## config.mk

```make
export PLATFORM = sky130hd
export DESIGN_NAME = mux4_rr_arbiter
export DESIGN_NICKNAME = d
export VERILOG_FILES = /design/src/rtl/mux_arb_pkg.sv /design/src/rtl/rr_pick.sv /design/src/rtl/mux4_rr_arbiter.sv
export SDC_FILE = /design/constraint.sdc
export NUM_CORES = 1
export LEC_CHECK = 0
export CAP_MARGIN = 10
export CORE_UTILIZATION = 36
export CTS_CLUSTER_SIZE = 30
export DETAILED_ROUTE_END_ITERATION = 10
export PLACE_DENSITY = 0.61
export SYNTH_ARGS = -nofsm -noshare
export SYNTH_HDL_FRONTEND = slang
export SYNTH_SLANG_ARGS = --single-unit
```

## constraint.sdc

```tcl
create_clock -name clk -period 3.7 [get_ports clk]
set_input_delay 0.37 -clock clk [delete_from_list [all_inputs] [get_ports clk]]
set_output_delay 0.37 -clock clk [all_outputs]
set_load 0.05 [all_outputs]
```

## src/rtl/mux_arb_pkg.sv

```systemverilog
// Shared types and constants for the round-robin mux arbiter.
package mux_arb_pkg;

    typedef enum logic {IDLE, GRANT} arb_state_t;

    localparam int unsigned DEFAULT_MAX_HOLD = 8;

    // Hold counter width; keeps one bit when holding is unlimited so the vector stays legal.
    function automatic int unsigned hold_cnt_width(input int unsigned max_hold);
        return (max_hold == 0) ? 1 : $clog2(max_hold + 1);
    endfunction

endpackage

```

## src/rtl/rr_pick.sv

```systemverilog
// Combinational round-robin pick: first set bit of vec at or after start, wrapping at NREQ.
module rr_pick #(
    parameter int unsigned NREQ  = 4,
    parameter int unsigned SEL_W = $clog2(NREQ)
) (
    input  logic [NREQ-1:0]  vec,
    input  logic [SEL_W-1:0] start,
    output logic             found,
    output logic [SEL_W-1:0] idx
);

    logic [SEL_W-1:0] cand;

    // NREQ is a power of two, so the SEL_W-bit add wraps for free.
    always_comb begin
        found = 1'b0;
        idx   = '0;
        cand  = '0;
        for (int i = 0; i < NREQ; i++) begin
            cand = start + SEL_W'(i);
            if (!found && vec[cand]) begin
                found = 1'b1;
                idx   = cand;
            end
        end
    end

endmodule

```

## src/rtl/mux4_rr_arbiter.sv

```systemverilog
// Round-robin arbiter with bounded hold; registers one-hot grant and binary mux select.
module mux4_rr_arbiter
    import mux_arb_pkg::*;
#(
    parameter int unsigned NREQ     = 4,
    parameter int unsigned SEL_W    = $clog2(NREQ),
    parameter int unsigned MAX_HOLD = DEFAULT_MAX_HOLD
) (
    input  logic             clk,
    input  logic             rst,
    input  logic [NREQ-1:0]  req,
    output logic [NREQ-1:0]  gnt,
    output logic [SEL_W-1:0] sel,
    output logic             gnt_valid
);

    localparam int unsigned     HW       = hold_cnt_width(MAX_HOLD);
    localparam logic [HW-1:0]   HOLD_MAX = HW'(MAX_HOLD);
    localparam logic [HW-1:0]   HOLD_ONE = HW'(1);
    localparam logic [SEL_W-1:0] PTR_RST = SEL_W'(NREQ - 1);

    arb_state_t       state;
    logic [HW-1:0]    hold_cnt;
    logic [SEL_W-1:0] last_ptr;

    logic [NREQ-1:0]  cand_vec;
    logic [SEL_W-1:0] pick_start;
    logic             pick_found;
    logic [SEL_W-1:0] pick_idx;
    logic             owner_req;
    logic             preempt;

    // While granted, the owner is masked so pick_found means "someone else is waiting";
    // a released owner is already low, so the mask changes nothing in that case.
    always_comb begin
        cand_vec   = (state == GRANT) ? (req & ~gnt) : req;
        pick_start = last_ptr + SEL_W'(1);
        owner_req  = |(req & gnt);
        preempt    = (MAX_HOLD != 0) && (hold_cnt == HOLD_MAX) && pick_found;
    end

    rr_pick #(
        .NREQ  (NREQ),
        .SEL_W (SEL_W)
    ) u_pick (
        .vec   (cand_vec),
        .start (pick_start),
        .found (pick_found),
        .idx   (pick_idx)
    );

    always_ff @(posedge clk) begin
        if (rst) begin
            state     <= IDLE;
            gnt       <= '0;
            sel       <= '0;
            gnt_valid <= 1'b0;
            hold_cnt  <= '0;
            last_ptr  <= PTR_RST;
        end else begin
            unique case (state)
                IDLE: begin
                    if (pick_found) begin
                        state     <= GRANT;
                        gnt       <= NREQ'(1) << pick_idx;
                        sel       <= pick_idx;
                        gnt_valid <= 1'b1;
                        hold_cnt  <= HOLD_ONE;
                        last_ptr  <= pick_idx;
                    end
                end
                GRANT: begin
                    if (!owner_req) begin
                        if (pick_found) begin
                            gnt      <= NREQ'(1) << pick_idx;
                            sel      <= pick_idx;
                            hold_cnt <= HOLD_ONE;
                            last_ptr <= pick_idx;
                        end else begin
                            state     <= IDLE;
                            gnt       <= '0;
                            gnt_valid <= 1'b0;
                            hold_cnt  <= '0;
                        end
                    end else if (preempt) begin
                        gnt      <= NREQ'(1) << pick_idx;
                        sel      <= pick_idx;
                        hold_cnt <= HOLD_ONE;
                        last_ptr <= pick_idx;
                    end else if ((MAX_HOLD != 0) && (hold_cnt != HOLD_MAX)) begin
                        hold_cnt <= hold_cnt + HOLD_ONE;
                    end
                end
                default: begin
                    state <= IDLE;
                end
            endcase
        end
    end

endmodule

```

Yosys cells after proc, flatten, opt, wreduce, memory -nomap -nowiden
Index checks and enable logic that the tools add are counted.
{ "totals": {"register_bits": 14, "in_bits": 6, "out_inout_bits": 7, "elab_cells": 80} }
{ "classes": {"n_lt_le_gt_ge": 4, "n_eq_ne": 7, "reduce_logical": 11, "n_mux": 42, "n_addsub": 5, "bitwise_logic": 4, "n_shift": 1} }
{ "op_table": {"columns": ["operator", "n"], "rows": [
  ["2-to-1 mux 4 bit", 9],
  ["2-to-1 mux 2 bit", 9],
  ["one-hot mux 4 bit (2 select lines)", 2],
  ["2-to-1 mux 1 bit", 14],
  ["less-than comparator 2 x 3 -> 1 bit (second input constant)", 4],
  ["AND 4 bit", 2],
  ["binary-select mux 1 bit (select 2 bit)", 4],
  ["one-hot mux 2 bit (2 select lines)", 2],
  ["!= test 2 bit (second input constant)", 3],
  ["adder 2 x 1 -> 2 bit (second input constant)", 2],
  ["adder 2 bit (second input constant)", 2],
  ["adder 4 x 1 -> 4 bit (second input constant)", 1],
  ["== test 4 bit (second input constant)", 1],
  ["logical AND 1 bit", 4],
  ["!= test 4 x 2 -> 1 bit (second input constant)", 1],
  ["!= test 4 bit (second input constant)", 1],
  ["NOT 4 bit", 1],
  ["one-hot mux 1 bit (2 select lines)", 2],
  ["AND reduction 2 bit", 2],
  ["OR reduction 4 bit", 1],
  ["<< shifter 1 x 2 -> 4 bit (first input constant)", 1],
  ["zero test 1 bit", 3],
  ["!= test 3 x 2 -> 1 bit (second input constant)", 1],
  ["AND reduction 3 bit", 1],
  ["NOT 1 bit", 1]
]} }

Longest topological paths before layout
{ "logic_depth": {"word_depth": 19, "depth_mapped": 7, "ltp_nobuf": 7} }

Hierarchy
Synthesis repeated with hierarchy kept, for this count alone.
{ "hier_totals": {"cells_unflattened": 88, "area_unflattened_um2": 749.5} }
{ "modules_own_cells": {"columns": ["mod", "seq_area_each_um2", "cells_each", "area_per_inst_um2", "n_inst"], "rows": [
  ["mux4_rr_arbiter", 280.3, 73, 671.9, 1],
  ["rr_pick", 0.0, 15, 77.6, 1]
]} }

Worst setup path before layout
Ideal clock, no wire load.
{ "synth_timing": {"path_kind": "reg-to-reg", "from": "register gnt[2]", "to": "register gnt[1]", "path_buffers": 0, "path_stages_with_launch": 6, "arrival_ns": 1.800, "setup_ns": 0.092, "period_less_slack_ns": 1.892, "setup_slack_ns": 1.808, "t_required_ns": 3.608, "path_cell_list": "dfxtp_1 > inv_1 > a221o_1 > or2_4 > a22o_1 > o32ai_1"} }
{ "synth_via": {"elab_chain_cells": 19, "elab_cells_between_ends": 37, "classes_between": "eq/ne (2); shift (1); mux (22); bitwise (3); reduce/logical (9)"} }
{ "synth_rtl": {"columns": ["element", "line_no", "source"], "rows": [
  ["from (decl)", "mux4_rr_arbiter.sv:12", "output logic [NREQ-1:0] gnt,"],
  ["from (signal assigned)", "mux4_rr_arbiter.sv:65", "gnt <= NREQ'(1) << pick_idx;"],
  ["from (signal assigned)", "mux4_rr_arbiter.sv:75", "gnt <= NREQ'(1) << pick_idx;"],
  ["from (signal assigned)", "mux4_rr_arbiter.sv:86", "gnt <= NREQ'(1) << pick_idx;"],
  ["NOT 4 bit", "mux4_rr_arbiter.sv:36", "cand_vec = (state == GRANT) ? (req & ~gnt) : req;"],
  ["AND 4 bit", "mux4_rr_arbiter.sv:36", null],
  ["2-to-1 mux 4 bit", "mux4_rr_arbiter.sv:36", null],
  ["binary-select mux 1 bit (select 2 bit)", "rr_pick.sv:21", "if (!found && vec[cand]) begin"],
  ["2-to-1 mux 1 bit (implied by the code)", "rr_pick.sv:21", null],
  ["2-to-1 mux 1 bit", "rr_pick.sv:21", null],
  ["zero test 1 bit", "rr_pick.sv:21", null],
  ["logical AND 1 bit", "rr_pick.sv:21", null],
  ["[... 3 more ...]", null, null],
  ["2-to-1 mux 1 bit", "rr_pick.sv:21", null],
  ["zero test 1 bit", "rr_pick.sv:21", null],
  ["logical AND 1 bit", "rr_pick.sv:21", null],
  ["2-to-1 mux 2 bit", "rr_pick.sv:21", null],
  ["<< shifter 1 x 2 -> 4 bit", "mux4_rr_arbiter.sv:65, mux4_rr_arbiter.sv:75, mux4_rr_arbiter.sv:86", null],
  ["2-to-1 mux 4 bit (on tied branches)", "mux4_rr_arbiter.sv:74, mux4_rr_arbiter.sv:85", null],
  ["2-to-1 mux 4 bit", "mux4_rr_arbiter.sv:73", "if (!owner_req) begin"],
  ["one-hot mux 4 bit (2 select lines)", "mux4_rr_arbiter.sv:61", "unique case (state)"]
]} }
Parallel ways exist; a longest one is shown, timed or not. The select of a mux whose other input is x is not followed.
A chain may end at the register's enable or synchronous reset.

Worst setup path after layout
{ "layout_timing": {"from": "register state", "to": "register gnt[3]"} }
{ "layout_via": {"elab_chain_cells": 17, "elab_cells_between_ends": 34, "classes_between": "eq/ne (2); shift (1); mux (22); bitwise (1); reduce/logical (8)"} }
{ "layout_rtl": {"columns": ["element", "line_no", "source"], "rows": [
  ["from (decl)", "mux4_rr_arbiter.sv:22", "arb_state_t state;"],
  ["from (signal assigned)", "mux4_rr_arbiter.sv:54", "state <= IDLE;"],
  ["from (signal assigned)", "mux4_rr_arbiter.sv:64", "state <= GRANT;"],
  ["from (signal assigned)", "mux4_rr_arbiter.sv:80", "state <= IDLE;"],
  ["2-to-1 mux 4 bit", "mux4_rr_arbiter.sv:36", null],
  ["binary-select mux 1 bit (select 2 bit)", "rr_pick.sv:21", null],
  ["2-to-1 mux 1 bit (implied by the code)", "rr_pick.sv:21", null],
  ["2-to-1 mux 1 bit", "rr_pick.sv:21", null],
  ["zero test 1 bit", "rr_pick.sv:21", null],
  ["logical AND 1 bit", "rr_pick.sv:21", null],
  ["2-to-1 mux 1 bit", "rr_pick.sv:21", null],
  ["zero test 1 bit", "rr_pick.sv:21", null],
  ["logical AND 1 bit", "rr_pick.sv:21", null],
  ["2-to-1 mux 1 bit", "rr_pick.sv:21", null],
  ["zero test 1 bit", "rr_pick.sv:21", null],
  ["logical AND 1 bit", "rr_pick.sv:21", null],
  ["2-to-1 mux 2 bit", "rr_pick.sv:21", null],
  ["<< shifter 1 x 2 -> 4 bit", "mux4_rr_arbiter.sv:65, mux4_rr_arbiter.sv:75, mux4_rr_arbiter.sv:86", null],
  ["2-to-1 mux 4 bit (on tied branches)", "mux4_rr_arbiter.sv:74, mux4_rr_arbiter.sv:85", null],
  ["2-to-1 mux 4 bit", "mux4_rr_arbiter.sv:73", null],
  ["one-hot mux 4 bit (2 select lines)", "mux4_rr_arbiter.sv:61", null]
]} }
Parallel ways exist; a longest one is shown, timed or not. The select of a mux whose other input is x is not followed.

==> results.txt <==
----------------------------------------------------
[Floorplan]
  Top Ports ... 13
  Floorplan die area ... 0.00239 mm^2
  Height of the chip ... 48.9 um
  Die boundary width ... 48.9 um
  Floorplan row count ... 16
  Starting density of the core ... 39.1%
  Core area ... 0.00202 mm^2

[Placement]
  Area of placed instances ... 937 um^2
  Worst Setup Slack post-DPL ... 1450 ps
  Detailed placer's ending HPWL ... 1.32 mm
  Last weighted congestion value of the routability-driven placer ... 0.843
  Port Buffer Count ... 12

[Cells and area]
  Total area of multi-input combinational cells ... 469 um^2
  Number of nets in the layout ... 116
  Layout area overhead ... 23.1%
  Post-Layout Inst Area ... 973 um^2
  Number of inserted diodes ... 0
  Fraction of final layout cells sized beyond drive strength 1 ... 9.35%
  Layout filler cell count ... 204
  Area occupied by registers ... 280 um^2

[Drt]
  Post-detailed-routing wire length ... 1.75 mm
  Via density ... 5.73
  Number of DRC markers in iteration 0 ... 23
  Wire length per cell ... 13.1 um
  First-pass iteration count of the detailed router ... 4
  Detailed-route via count ... 768
  Number of antenna-violating nets in the routed design ... 0
  Remaining design rule violation count ... 0

[Clocking]
  Number of gates resized after cts ... 0
  Clock Latency Late Sink ... 280 ps
  Clock buffer count from CTS ... 3
  Clock tree root buffer cell ... sky130_fd_sc_hd__clkbuf_4
  Maximum root-to-sink buffer count ... 2
  Quantity of hold-fixing buffers added after cts ... 0
  Number of buffers inserted by post-CTS setup repair ... 0
  Clock tree from TritonCTS ... yes
  H-Tree Depth ... 1
  Clock-pin slew reported for the worst setup and hold paths after clock tree synthesis ... 80 ps
  CTS Sinks ... 14

[Yosys]
  Synth cell count leaders ... sky130_fd_sc_hd__dfxtp_1 (14), sky130_fd_sc_hd__inv_1 (9), sky130_fd_sc_hd__a21oi_1 (6)
  Post-synthesis cell type count ... 35
  Syn. warnings ... 0
  Top_reg_cell synth ... sky130_fd_sc_hd__dfxtp_1
  Part of the Yosys area used for sequential elements ... 35.4%
  Leading area contributor after synthesis ... sky130_fd_sc_hd__dfxtp_1
  Synthesis-stage register bit count ... 14
  Most repeated cell in the gate-level netlist after synthesis ... sky130_fd_sc_hd__dfxtp_1
  Number of enable flip-flop cells after synthesis ... 0
  Mapped Cells ... 93
  Leading cell types by total area after synthesis ... sky130_fd_sc_hd__dfxtp_1 (35%), sky130_fd_sc_hd__o32ai_1 (5.5%), sky130_fd_sc_hd__inv_1 (4.3%), sky130_fd_sc_hd__nand2b_1 (4.0%), sky130_fd_sc_hd__a21oi_1 (3.8%)
  Mapped Nets ... 101
  Synth async-reset ratio ... 0%
  Average cell area after synthesis ... 8.50 um^2
  Cell Area, Synth ... 791 um^2
  Area share of the largest cell type after synthesis ... 35.4%

[Critical path]
  Worst setup endpoint ... gnt[3]$_SDFFE_PP0P_
  Category of the worst setup path launch point ... register
  Largest driver fanout on the critical path ... 17
  Reg2reg setup slack ... 1580 ps
  Capturing element type of the critical path ... register
  Worst endpoint required time ... 3880 ps
  Endpoint of the worst register-to-register path ... gnt[3]$_SDFFE_PP0P_
  Critical register-to-register path startpoint ... state$_SDFF_PP0_
  Start-to-end type of the worst setup path ... reg2reg
  First element of the critical path ... state$_SDFF_PP0_
  Worst r2r path cells ... 5
  Signal arrival time at the worst endpoint ... 2290 ps

[STA]
  Final Cycle Share ... 57.2%
  Worst setup slack after layout ... 1580 ps
  Worst Tran Pin Value ... 525 ps
  Worst clock skew ... 4.52 ps
  RSZ-0062 raised after global routing ... no
  Remaining max-slew budget at the tightest pin ... 64.9%
  Min Hold Slack ... 469 ps
  Max-slew violations ... 0
  Minimum clock period ... 2120 ps
  Final hold viol count ... 0
  Total of endpoints with negative setup slack in the final report ... 0
  Setup TNS ... 0 ps
  Timing-limited maximum frequency ... 473 MHz

[Power]
  Power density over cell area ... 722 mW/mm^2
  Worst ir drop on vdd ... 0.000454 V
  Static power due to leakage ... 0.359 nW

[Global route]
  Initial antenna violation count ... 0
  Wire length of the first global-routing pass ... 3.08 mm
  Number of global-route vias before repair ... 700
  Overflow after GRT ... 0
  Pin count of the biggest net entering global routing ... 18
  Total global routing track utilization ... 16.4%

[Hold path]
  Type of the worst min-delay path ... reg2reg

[Outcome]
  Result of the run ... complete, no violations

[Flow run]
  Reported max-cap violation count ... 0

----------------------------------------------------
state kept, by name, indices dropped and copies added, names as in the netlist:
name,count
gnt,4
hold_cnt,4
last_ptr,2
sel,2
gnt_valid,1
state,1
cell families (layout without fill, tap and decap cells):
| logic type | count (synthesis) | in the layout | share of synthesized area, % |
|---|---|---|---|
| compound gates | 40 | 40 | 38.1 |
| fa+ha+maj | 2 | 2 | 3.16 |
| buf+inv | 11 | 25 | 5.22 |
| flops | 14 | 14 | 35.4 |
| simple gates | 26 | 26 | 18.0 |
worst min-delay path by stage:
stage | start | slack (ps) | depth (start not counted) | end
floorplan | hold_cnt[3]$_SDFFE_PP0P_ | 450 | 2 | hold_cnt[3]$_SDFFE_PP0P_
global placement | sel[1]$_SDFFE_PP0P_ | 460 | 2 | sel[1]$_SDFFE_PP0P_
detailed placement | sel[0]$_SDFFE_PP0P_ | 460 | 2 | sel[0]$_SDFFE_PP0P_
CTS | sel[0]$_SDFFE_PP0P_ | 470 | 2 | sel[0]$_SDFFE_PP0P_
global route | sel[0]$_SDFFE_PP0P_ | 500 | 2 | sel[0]$_SDFFE_PP0P_
finish | sel[0]$_SDFFE_PP0P_ | 470 | 2 | sel[0]$_SDFFE_PP0P_
where the power goes:
part	total, W	internal [W]	switching, W
registers	0.000237	0.000192	0.0000454
clock network	0.000109	0.0000599	0.0000488
logic	0.000357	0.000138	0.000219
placed cells by master (no fill, tap or decap), types with 2 or more instances in the layout:
| cell type | n |
|---|---|
| sky130_fd_sc_hd__dfxtp_1 | 14 |
| sky130_fd_sc_hd__clkdlybuf4s50_1 | 12 |
| sky130_fd_sc_hd__inv_1 | 9 |
| sky130_fd_sc_hd__a21oi_1 | 6 |
| sky130_fd_sc_hd__nor2_1 | 5 |
| sky130_fd_sc_hd__nand2b_1 | 5 |
| sky130_fd_sc_hd__o32ai_1 | 5 |
| sky130_fd_sc_hd__a211oi_1 | 4 |
| sky130_fd_sc_hd__nand2_1 | 4 |
| sky130_fd_sc_hd__a22o_1 | 3 |
| sky130_fd_sc_hd__nand3_1 | 3 |
| sky130_fd_sc_hd__o21ai_0 | 3 |
| sky130_fd_sc_hd__clkbuf_4 | 3 |
| sky130_fd_sc_hd__or2_2 | 2 |
| sky130_fd_sc_hd__a221o_1 | 2 |
| sky130_fd_sc_hd__a21bo_2 | 2 |
| sky130_fd_sc_hd__a21boi_0 | 2 |
| sky130_fd_sc_hd__or3_1 | 2 |
| sky130_fd_sc_hd__a31oi_1 | 2 |
| sky130_fd_sc_hd__ha_1 | 2 |
critical path: stages, from the launching register on:
cell,delay [ps]
sky130_fd_sc_hd__dfxtp_1,660
sky130_fd_sc_hd__o21ba_1,220
sky130_fd_sc_hd__a221o_1,340
sky130_fd_sc_hd__or2_4,300
sky130_fd_sc_hd__a22o_1,230
sky130_fd_sc_hd__o32ai_1,270
layout make-up:
type / count / share of cell area, %
Inverter: 9 / 3.47
Timing Repair Buffer: 12 / 12.3
Sequential cell: 14 / 28.8
Clock buffer: 4 / 3.73
Tap cell: 27 / 3.47
Multi-Input combinational cell: 68 / 48.2
per-stage QoR:
| stage | power, W | instances | util (%) |
|---|---|---|---|
| finish | 0.000703 | 134 | 48.1 |
| global route | 0.000751 | 134 | 48.1 |
| CTS | 0.000705 | 134 | 48.1 |
| detailed placement | 0.000596 | 130 | 46.3 |
| global placement | 0.000594 | 130 | 46.3 |
| floorplan | 0.000492 | 93 | - |
routing by layer:
layer / up-vias / part of all wire, % / GRT usage [%]
li1: 387 / - / -
met1: 361 / 49 / 21.4
met2: 20 / 45 / 25.7
met3: 0 / 6.2 / 5.61
met4: 0 / 0 / 3.92
met5: - / 0 / 0
(Power assumes the default switching activity.)
